--- src/rtl/alu_pkg.sv ---
`default_nettype none
// ============================================================================
// Module      : alu_pkg
// Description : Shared encodings for the MIPS-lite execute stage: ALU select
//               codes, R-type funct[3:0] codes and ALUOp codes.
// Revision    : 1.0 - initial release
// ============================================================================
package alu_pkg;

    // ALU select codes (gout)
    localparam logic [2:0] ALU_AND   = 3'b000;
    localparam logic [2:0] ALU_OR    = 3'b001;
    localparam logic [2:0] ALU_ADD   = 3'b010;
    localparam logic [2:0] ALU_PASSA = 3'b011;
    localparam logic [2:0] ALU_SUB   = 3'b110;
    localparam logic [2:0] ALU_SLT   = 3'b111;

    // R-type funct[3:0] codes
    localparam logic [3:0] FN_ADD    = 4'b0000;
    localparam logic [3:0] FN_SUB    = 4'b0010;
    localparam logic [3:0] FN_AND    = 4'b0100;
    localparam logic [3:0] FN_OR     = 4'b0101;
    localparam logic [3:0] FN_SLT    = 4'b1010;
    localparam logic [3:0] FN_BALRZ  = 4'b0110;

    // ALUOp codes; R-type is recognised by bit 1 alone (1x)
    localparam logic [1:0] AOP_ADD   = 2'b00;
    localparam logic [1:0] AOP_SUB   = 2'b01;
    localparam logic [1:0] AOP_RTYPE = 2'b10;

endpackage
`default_nettype wire

--- src/rtl/alu_ctrl_dec.sv ---
`default_nettype none
// ============================================================================
// Module      : alu_ctrl_dec
// Description : ALU-control decode. Maps ALUOp and funct[3:0] to the 3-bit
//               ALU select and the balrz indication. Purely combinational.
// Revision    : 1.0 - initial release
// ============================================================================
module alu_ctrl_dec
    import alu_pkg::*;
(
    input  logic       aluop1,
    input  logic       aluop0,
    input  logic [3:0] funct,
    output logic [2:0] gout,
    output logic       balrz
);

    // Decode ALUOp first; funct only matters for R-type (aluop1 set)
    always_comb begin
        gout  = ALU_ADD;
        balrz = 1'b0;
        if (aluop1) begin
            case (funct)
                FN_ADD:   gout = ALU_ADD;
                FN_SUB:   gout = ALU_SUB;
                FN_AND:   gout = ALU_AND;
                FN_OR:    gout = ALU_OR;
                FN_SLT:   gout = ALU_SLT;
                FN_BALRZ: begin
                    gout  = ALU_PASSA;
                    balrz = 1'b1;
                end
                default:  gout = ALU_ADD;
            endcase
        end else if (aluop0) begin
            gout = ALU_SUB;
        end else begin
            gout = ALU_ADD;
        end
    end

endmodule
`default_nettype wire

--- src/rtl/alu_exec_unit.sv ---
`default_nettype none
// ============================================================================
// Module      : alu_exec_unit
// Description : Execute-stage datapath of the single-cycle MIPS-lite core:
//               ALU-control decode, 32-bit ALU, PC+4 adder, branch-target
//               adder and a registered zero flag for next-cycle PC select.
//               Optional macro ALU_OVF_EN adds the signed-overflow port ovf.
// Revision    : 1.0 - initial release
// ============================================================================
module alu_exec_unit
    import alu_pkg::*;
(
    input  logic        clk,
    input  logic        rst,
    input  logic [31:0] a,
    input  logic [31:0] b,
    input  logic        aluop1,
    input  logic        aluop0,
    input  logic [3:0]  funct,
    input  logic [31:0] pc,
    input  logic [31:0] br_off,
    output logic [31:0] result,
    output logic        zout,
    output logic        zero_q,
    output logic [2:0]  gout,
    output logic        balrz,
    output logic [31:0] pc_plus4,
    output logic [31:0] br_target
`ifdef ALU_OVF_EN
    ,
    output logic        ovf
`endif
);

    logic [31:0] w_sum;
    logic [31:0] w_diff;
    logic        w_slt;

    alu_ctrl_dec u_dec (
        .aluop1 (aluop1),
        .aluop0 (aluop0),
        .funct  (funct),
        .gout   (gout),
        .balrz  (balrz)
    );

    // Shared arithmetic; both wrap modulo 2^32 with carry dropped
    always_comb begin
        w_sum  = a + b;
        w_diff = a - b;
        w_slt  = ($signed(a) < $signed(b));
    end

    // ALU result mux; unused select codes (100/101) force a defined zero
    always_comb begin
        result = 32'd0;
        case (gout)
            ALU_AND:   result = a & b;
            ALU_OR:    result = a | b;
            ALU_ADD:   result = w_sum;
            ALU_SUB:   result = w_diff;
            ALU_SLT:   result = {31'd0, w_slt};
            ALU_PASSA: result = a;
            default:   result = 32'd0;
        endcase
    end

    // Zero detect and the PC adders
    always_comb begin
        zout      = (result == 32'd0);
        pc_plus4  = pc + 32'd4;
        br_target = pc_plus4 + br_off;
    end

`ifdef ALU_OVF_EN
    // Signed overflow: operands' signs agree (add) or differ (sub) and the
    // result sign departs from a
    always_comb begin
        ovf = 1'b0;
        case (gout)
            ALU_ADD: ovf = (a[31] == b[31]) && (w_sum[31]  != a[31]);
            ALU_SUB: ovf = (a[31] != b[31]) && (w_diff[31] != a[31]);
            default: ovf = 1'b0;
        endcase
    end
`endif

    // Registered zero flag consumed by next-cycle balrz/PC selection
    always_ff @(posedge clk) begin
        if (rst) begin
            zero_q <= 1'b0;
        end else begin
            zero_q <= zout;
        end
    end

endmodule
`default_nettype wire

--- config.mk ---
export PLATFORM = sky130hd
export DESIGN_NAME = alu_exec_unit
export DESIGN_NICKNAME = d
export VERILOG_FILES = /design/src/rtl/alu_pkg.sv /design/src/rtl/alu_ctrl_dec.sv /design/src/rtl/alu_exec_unit.sv
export SDC_FILE = /design/constraint.sdc
export NUM_CORES = 1
export LEC_CHECK = 0
export BUFFER_PORTS_ARGS = -buffer_cell sky130_fd_sc_hd__buf_2
export CAP_MARGIN = 25
export CORE_UTILIZATION = 39
export DETAILED_ROUTE_END_ITERATION = 10
export PLACE_DENSITY = 0.7
export SLEW_MARGIN = 20
export SYNTH_ARGS = -nofsm -noshare
export SYNTH_HDL_FRONTEND = slang
export SYNTH_SLANG_ARGS = --single-unit
--- constraint.sdc ---
create_clock -name clk -period 6 [get_ports clk]
set_input_delay 1.2 -clock clk [delete_from_list [all_inputs] [get_ports clk]]
set_output_delay 1.2 -clock clk [all_outputs]
set_load 0.03 [all_outputs]
==> results of run 1 <==
## power by group through the flow
| stage | clock (mW) | sequential, mW | combinational (mW) |
|---|---|---|---|
| 2_1_floorplan | 0 | 0.00679 | 0.796 |
| 3_3_place_gp | 0 | 0.00679 | 1.25 |
| 3_5_place_dp | 0 | 0.00679 | 1.26 |
| 4_1_cts | 0 | 0.00679 | 1.34 |
| 5_1_grt | 0.0000000223 | 0.00679 | 1.52 |
| 6_report | 0.0000000449 | 0.00679 | 1.43 |
## area by class of cell
class / instances / area (µm²)
Inverter: 112 / 435
Tap cell: 229 / 287
Timing Repair Buffer: 436 / 2860
Antenna cell: 2 / 5.00
Fill cell: 1650 / 7150
Multi-Input combinational cell: 913 / 7270
Sequential cell: 1 / 20.0
## synth_stat cells, types with 4 or more instances
master / count
o311ai_0: 5
xnor2_1: 67
nand2_1: 66
a2111oi_0: 5
or2_2: 9
a21oi_1: 100
nor2_1: 97
o211ai_1: 8
clkbuf_1: 22
o31ai_1: 15
nand2b_1: 14
nand3_1: 32
a311oi_1: 4
o21bai_1: 16
o21ai_1: 5
a221oi_1: 32
o21ai_0: 54
a211oi_1: 18
ha_1: 139
a22oi_1: 5
nor3_1: 31
o21a_1: 9
or4_1: 4
nand4_1: 19
o221ai_1: 6
buf_1: 6
nor2b_1: 6
nor4_1: 13
buf_2: 8
inv_1: 111
xor2_1: 20
a31oi_1: 18
and3_1: 9
or3_1: 5
a21o_1: 23
a211o_1: 4
## path summary, 6_finish.rpt
kind | start | end | slack (ps) | cells after the start
worst min-delay path | rst | zero_q | 1370 | 2
worst max-delay path | pc[6] | br_target[30] | -60 | 21
## per-stage QoR
step                instances  power, mW  worst slack [ps]   util
finish                   1693       1.44             -56.0  0.603
global route             1692       1.52              -255  0.603
CTS                      1679       1.35              6.42  0.580
detailed placement       1642       1.27              -225  0.544
global placement         1642       1.26              -129  0.544
floorplan                1065      0.803             -97.8      -
## kinds of logic after synthesis
kind of cell / after synthesis
adders and majority gates: 142
and+or+nand+nor: 324
DFF: 1
AOI/OAI and AO/OA: 356
xor gates and xnor gates: 87
buffers and inverters: 151
muxes: 4
## layer usage
layer  track usage  vias to the layer above
li1              -                     4690
met1         0.364                     4494
met2         0.498                      469
met3        0.0260                       85
met4         0.110                        2
met5             0                        -
## critical path, stage by stage
cell	delay [ps]
buf_6	80
and3_4	180
and2_4	150
and3_4	190
nand4_1	170
buf_4	220
buf_6	120
xnor2_4	160
ha_4	290
buf_6	100
nand2_2	50
or3_4	410
a21oi_2	130
a21oi_2	60
a311oi_2	370
a221oi_2	120
a21oi_1	160
a21o_1	200
a31oi_4	120
xnor2_2	190
buf_6	150
## repair_timing
| item | in CTS | in global routing |
|---|---|---|
| hold buffers | 0 | 0 |
| setup buffers | 37 | 15 |
| setup endpoints to repair | 5 | 13 |
| pin swaps | 42 | 62 |
| resized for setup | 72 | 82 |
| gates cloned | 0 | 0 |
==> impl_results.md, run 1 <==
- Layout cell share with drive strength beyond 1: 0.380
- Worst VDD drop: 0.102 mV
- Synth top area share: 0.241
- Pleak: 5.34 nW
- Top Ports: 238
- Wirelength, routed: 29.6 mm
- Routed WL per cell: 17.5 µm
- Synthesized Nets: 1343
- Total negative setup slack: -183 ps
- Regs by FF count: zero_q (1)
- Clk pwr share: 0
- Largest register by flop count: zero_q
- Yosys warning total: 0
- EDFF count, synth: 0
- Status: finished, violations left
- First-pass GRT wire length: 45.9 mm
- Antenna viol nets, final: 0
- Final hold slack: 1370 ps
- Unrepaired setup endpoints after global routing: yes
- Post-route DRC: 0
- Most frequent cells in the layout: buf_2, buf_4, ha_1, inv_1, a21oi_1
- Main combinational cell family by area after synthesis: compound AO/OA/AOI/OAI gates
- Area after DPL: 9810 µm²
- Cell Pwr Density: 132 nW/µm²
- P&R area growth vs syn: 50.6%
- Synth Area in Simple Gates: 0.223
- Worst setup EP type: primary output
- Clock Pin Slew Worst Setup and Hold Paths: 0 ps
- Part of the power in registers: 0.005
- Tcrit/Tclk final: 1.01
- Routability Congestion: 1.02
- Yosys top cell by area: ha_1
- Metal3 WL: 2.01 mm
- CP required: 4800 ps
- Final setup viols: 4
- Synth Area in XOR/XNOR: 0.106
- Comb power frac: 0.995
- Critical path type: input port to primary output
- Final min period: 6060 ps
- Tightest Pin Transition: 778 ps
- Die height: 138 µm
- Top Layer Used: met5
- Synth cell types: 75
- Wl on met1: 12.4 mm
- Crit path max fanout: 4
- FMAX: 165 MHz
- Area contributors post-synth: ha_1, xnor2_1, a21oi_1
- Core Region: 18000 µm²
- Die Area: 19100 µm²
- Post-DP HPWL: 23.4 mm
- Global route overflow: 0
- Row count: 49
- Synth Cell Area: 7220 µm²
- PortBufs: 237
- Met2 Routed Length: 14.1 mm
- Syn Area/Cell: 6.78 µm²
- Failing checks: setup timing
- Crit path DAT: 4860 ps
- DRT iter0 DRCs: 557
- Drt pass-1 iters: 5
- Adder-cell share of the synthesized area: 0.249
- Hold WC Path Type: input port to flop
- Slew margin rel.: 0.480
- Initial antenna violation count: 3
- Vias: 9740
- Final Max Slew Viols: 0
- Chip width: 138 µm
- Fin nets: 1742
- Number of flip-flops in the largest register: 1
- Switching share of power: 0.592
- Final worst slack: -56.0 ps
- Max cap viols: 0
- Final Hold Vio Count: 0
- Vias per std cell: 5.75
- CP Launch Type: input port
- Fraction of registers with async set/reset: 0
- P_sw: 0.850 mW
- Sequential area share after synthesis: 0.00277
- Synth Register Bits: 1
- Initial Utilization: 0.401
- GRT Overall Usage: 0.287
- Synth Area in Compound Gates: 0.332
- Most common cell after layout, fill and taps aside: buf_2
- Internal Power: 0.586 mW
- Main flop type after synthesis: dfxtp_1
- Design Area, Final: 10900 µm²
- Synth Instances: 1065
- Largest net degree at the start of global routing: 31
- Vias in the first global route: 9288
- Mux share of post-synthesis cell area: 0.00572
Note: power is estimated with default switching activity, not from simulation.
==> run 2, diff against run 1 <==
==> constraint.sdc (replaced) <==
create_clock -name clk -period 7.7 [get_ports clk]
set_input_delay 1.54 -clock clk [delete_from_list [all_inputs] [get_ports clk]]
set_output_delay 1.54 -clock clk [all_outputs]
set_load 0.03 [all_outputs]
==> impl_results.md, run 2 (synthesis results as in run 1) <==
- Status: complete, no violations
- Clock Pin Slew Worst Setup and Hold Paths: 0 ps (unchanged)
- Initial antenna violation count: 1 (-2)
- Max cap viols: 0 (unchanged)
- Layout cell share with drive strength beyond 1: 0.213 (-0.166)
- Crit path DAT: 5550 ps (+690 ps)
- # fillers: 1880 (+14%)
- Final Max Slew Viols: 0 (unchanged)
- Slew margin rel.: 0.453 (-0.0265)
- Total negative setup slack: 0 ps (+183 ps)
- Final Hold Vio Count: 0 (unchanged)
- Vias: 8680 (-11%)
- Largest net degree at the start of global routing: 26 (-16%)
- Most common cell after layout, fill and taps aside: buf_2
- Tcrit/Tclk final: 0.921
- Critical path buffer and inverter count: 4 (-1)
- CP required: 6160 ps (+1360 ps)
- Regs by FF count: zero_q (1)
- Post-CTS Setup Repair Bufs: 0 (-100%)
- CP Launch Type: input port
- Core Region: 18000 µm² (unchanged)
- Vias in the first global route: 8242 (-11%)
- First-pass GRT wire length: 41.1 mm (-11%)
- Routed WL per cell: 17.2 µm (-1.5%)
- Die Area: 19100 µm² (unchanged)
- Hold WC Path Type: input port to flop
- Critical path cell sequence: buf_2 > inv_1 > ha_1 > a211oi_2 > o21bai_1 > a2111oi_4 > o21ai_1 > nand3_1 > o21bai_1 > a2111oi_2 > nor4_1 > a311o_1 > nor4_2 > buf_4 > nand4b_1 > nor2_1 > buf_2
- Vias per std cell: 5.79 (+0.58%)
- Tightest Pin Transition: 818 ps (+40.6 ps)
- Cell Pwr Density: 105 nW/µm² (-21%)
- Initial Utilization: 0.401 (unchanged)
- Crit path max fanout: 5 (+1)
- Routability Congestion: 1.00 (-1.7%)
- FMAX: 141 MHz
- # resized after CTS: 0 (-100%)
- Largest register by flop count: zero_q
- Die height: 138 µm (unchanged)
- GRT Overall Usage: 0.256 (-0.0311)
- Fin nets: 1551 (-11%)
- PortBufs: 237 (unchanged)
- Worst VDD drop: 0.0726 mV (-29%)
- Unrepaired setup endpoints after global routing: no
- Final setup viols: 0 (-4)
- Final min period: 7090 ps
- Row count: 49 (unchanged)
- Post-route DRC: 0 (unchanged)
- Pleak: 4.22 nW (-21%)
- Top Ports: 238 (unchanged)
- CTS Hold Bufs: 0 (unchanged)
- Slowest CP cell: a2111oi_4
- Drt pass-1 iters: 5 (unchanged)
- Most frequent cells in the layout: buf_2, ha_1, inv_1, a21oi_1, nor2_1
- Diode count: 0 (-2)
- Global route overflow: 0 (unchanged)
- Number of flip-flops in the largest register: 1 (unchanged)
- DRT iter0 DRCs: 566 (+1.6%)
- Chip width: 138 µm (unchanged)
- Post-Route Utilization: 0.476 (-0.127)
- CP peak stage delay: 450 ps (+40 ps)
- Antenna viol nets, final: 0 (unchanged)
- Wirelength, routed: 25.9 mm (-13%)
- Worst setup EP type: primary output
- P&R area growth vs syn: 18.9%
- Family with the most delay on the worst path: compound AO/OA/AOI/OAI gates
- Post-DP HPWL: 21.4 mm (-8.4%)
- Critical path type: input port to primary output
-- run 2: worst paths after layout --
| path | start | cells after the start | slack [ps] | endpoint |
|---|---|---|---|---|
| max | a[1] | 17 | 610 | zout |
| min | rst | 2 | 1710 | zero_q |
-- run 2: through the flow --
| stage | setup WS, ps | area, µm² | std cells | hold WS [ps] | total power [mW] |
|---|---|---|---|---|---|
| detailed placement | 624 | 8590 | 1500 | 1710 | 0.884 |
| floorplan | 519 | 7220 | 1065 | 1610 | 0.621 |
| global route | 233 | 8590 | 1500 | 1730 | 0.968 |
| global placement | 728 | 8590 | 1500 | 1720 | 0.886 |
| finish | 605 | 8590 | 1500 | 1710 | 0.898 |
| CTS | 592 | 8590 | 1500 | 1710 | 0.889 |
-- run 2: routing by layer --
| layer | vias to the layer above | track usage | part of all wire |
|---|---|---|---|
| li1 | 4299 | - | - |
| met1 | 3908 | 0.327 | 0.42 |
| met2 | 430 | 0.447 | 0.47 |
| met3 | 41 | 0.0384 | 0.093 |
| met4 | 2 | 0.0590 | 0.022 |
| met5 | - | 0 | 0.00031 |
-- run 2: area by class of cell --
class / count / area (µm²) / area share
tap: 229 / 287 / 0.0334
inverter: 112 / 420 / 0.0490
timing repair buffer: 245 / 1250 / 0.145
multi-input combinational: 913 / 6610 / 0.770
sequential: 1 / 20.0 / 0.00233
-- run 2: report_power, final --
group / total (mW) / switching, mW / internal (mW)
combinational: 0.893 / 0.594 / 0.299
clock: 0 / 0 / 0
sequential: 0.00529 / 0.0000000000212 / 0.00529
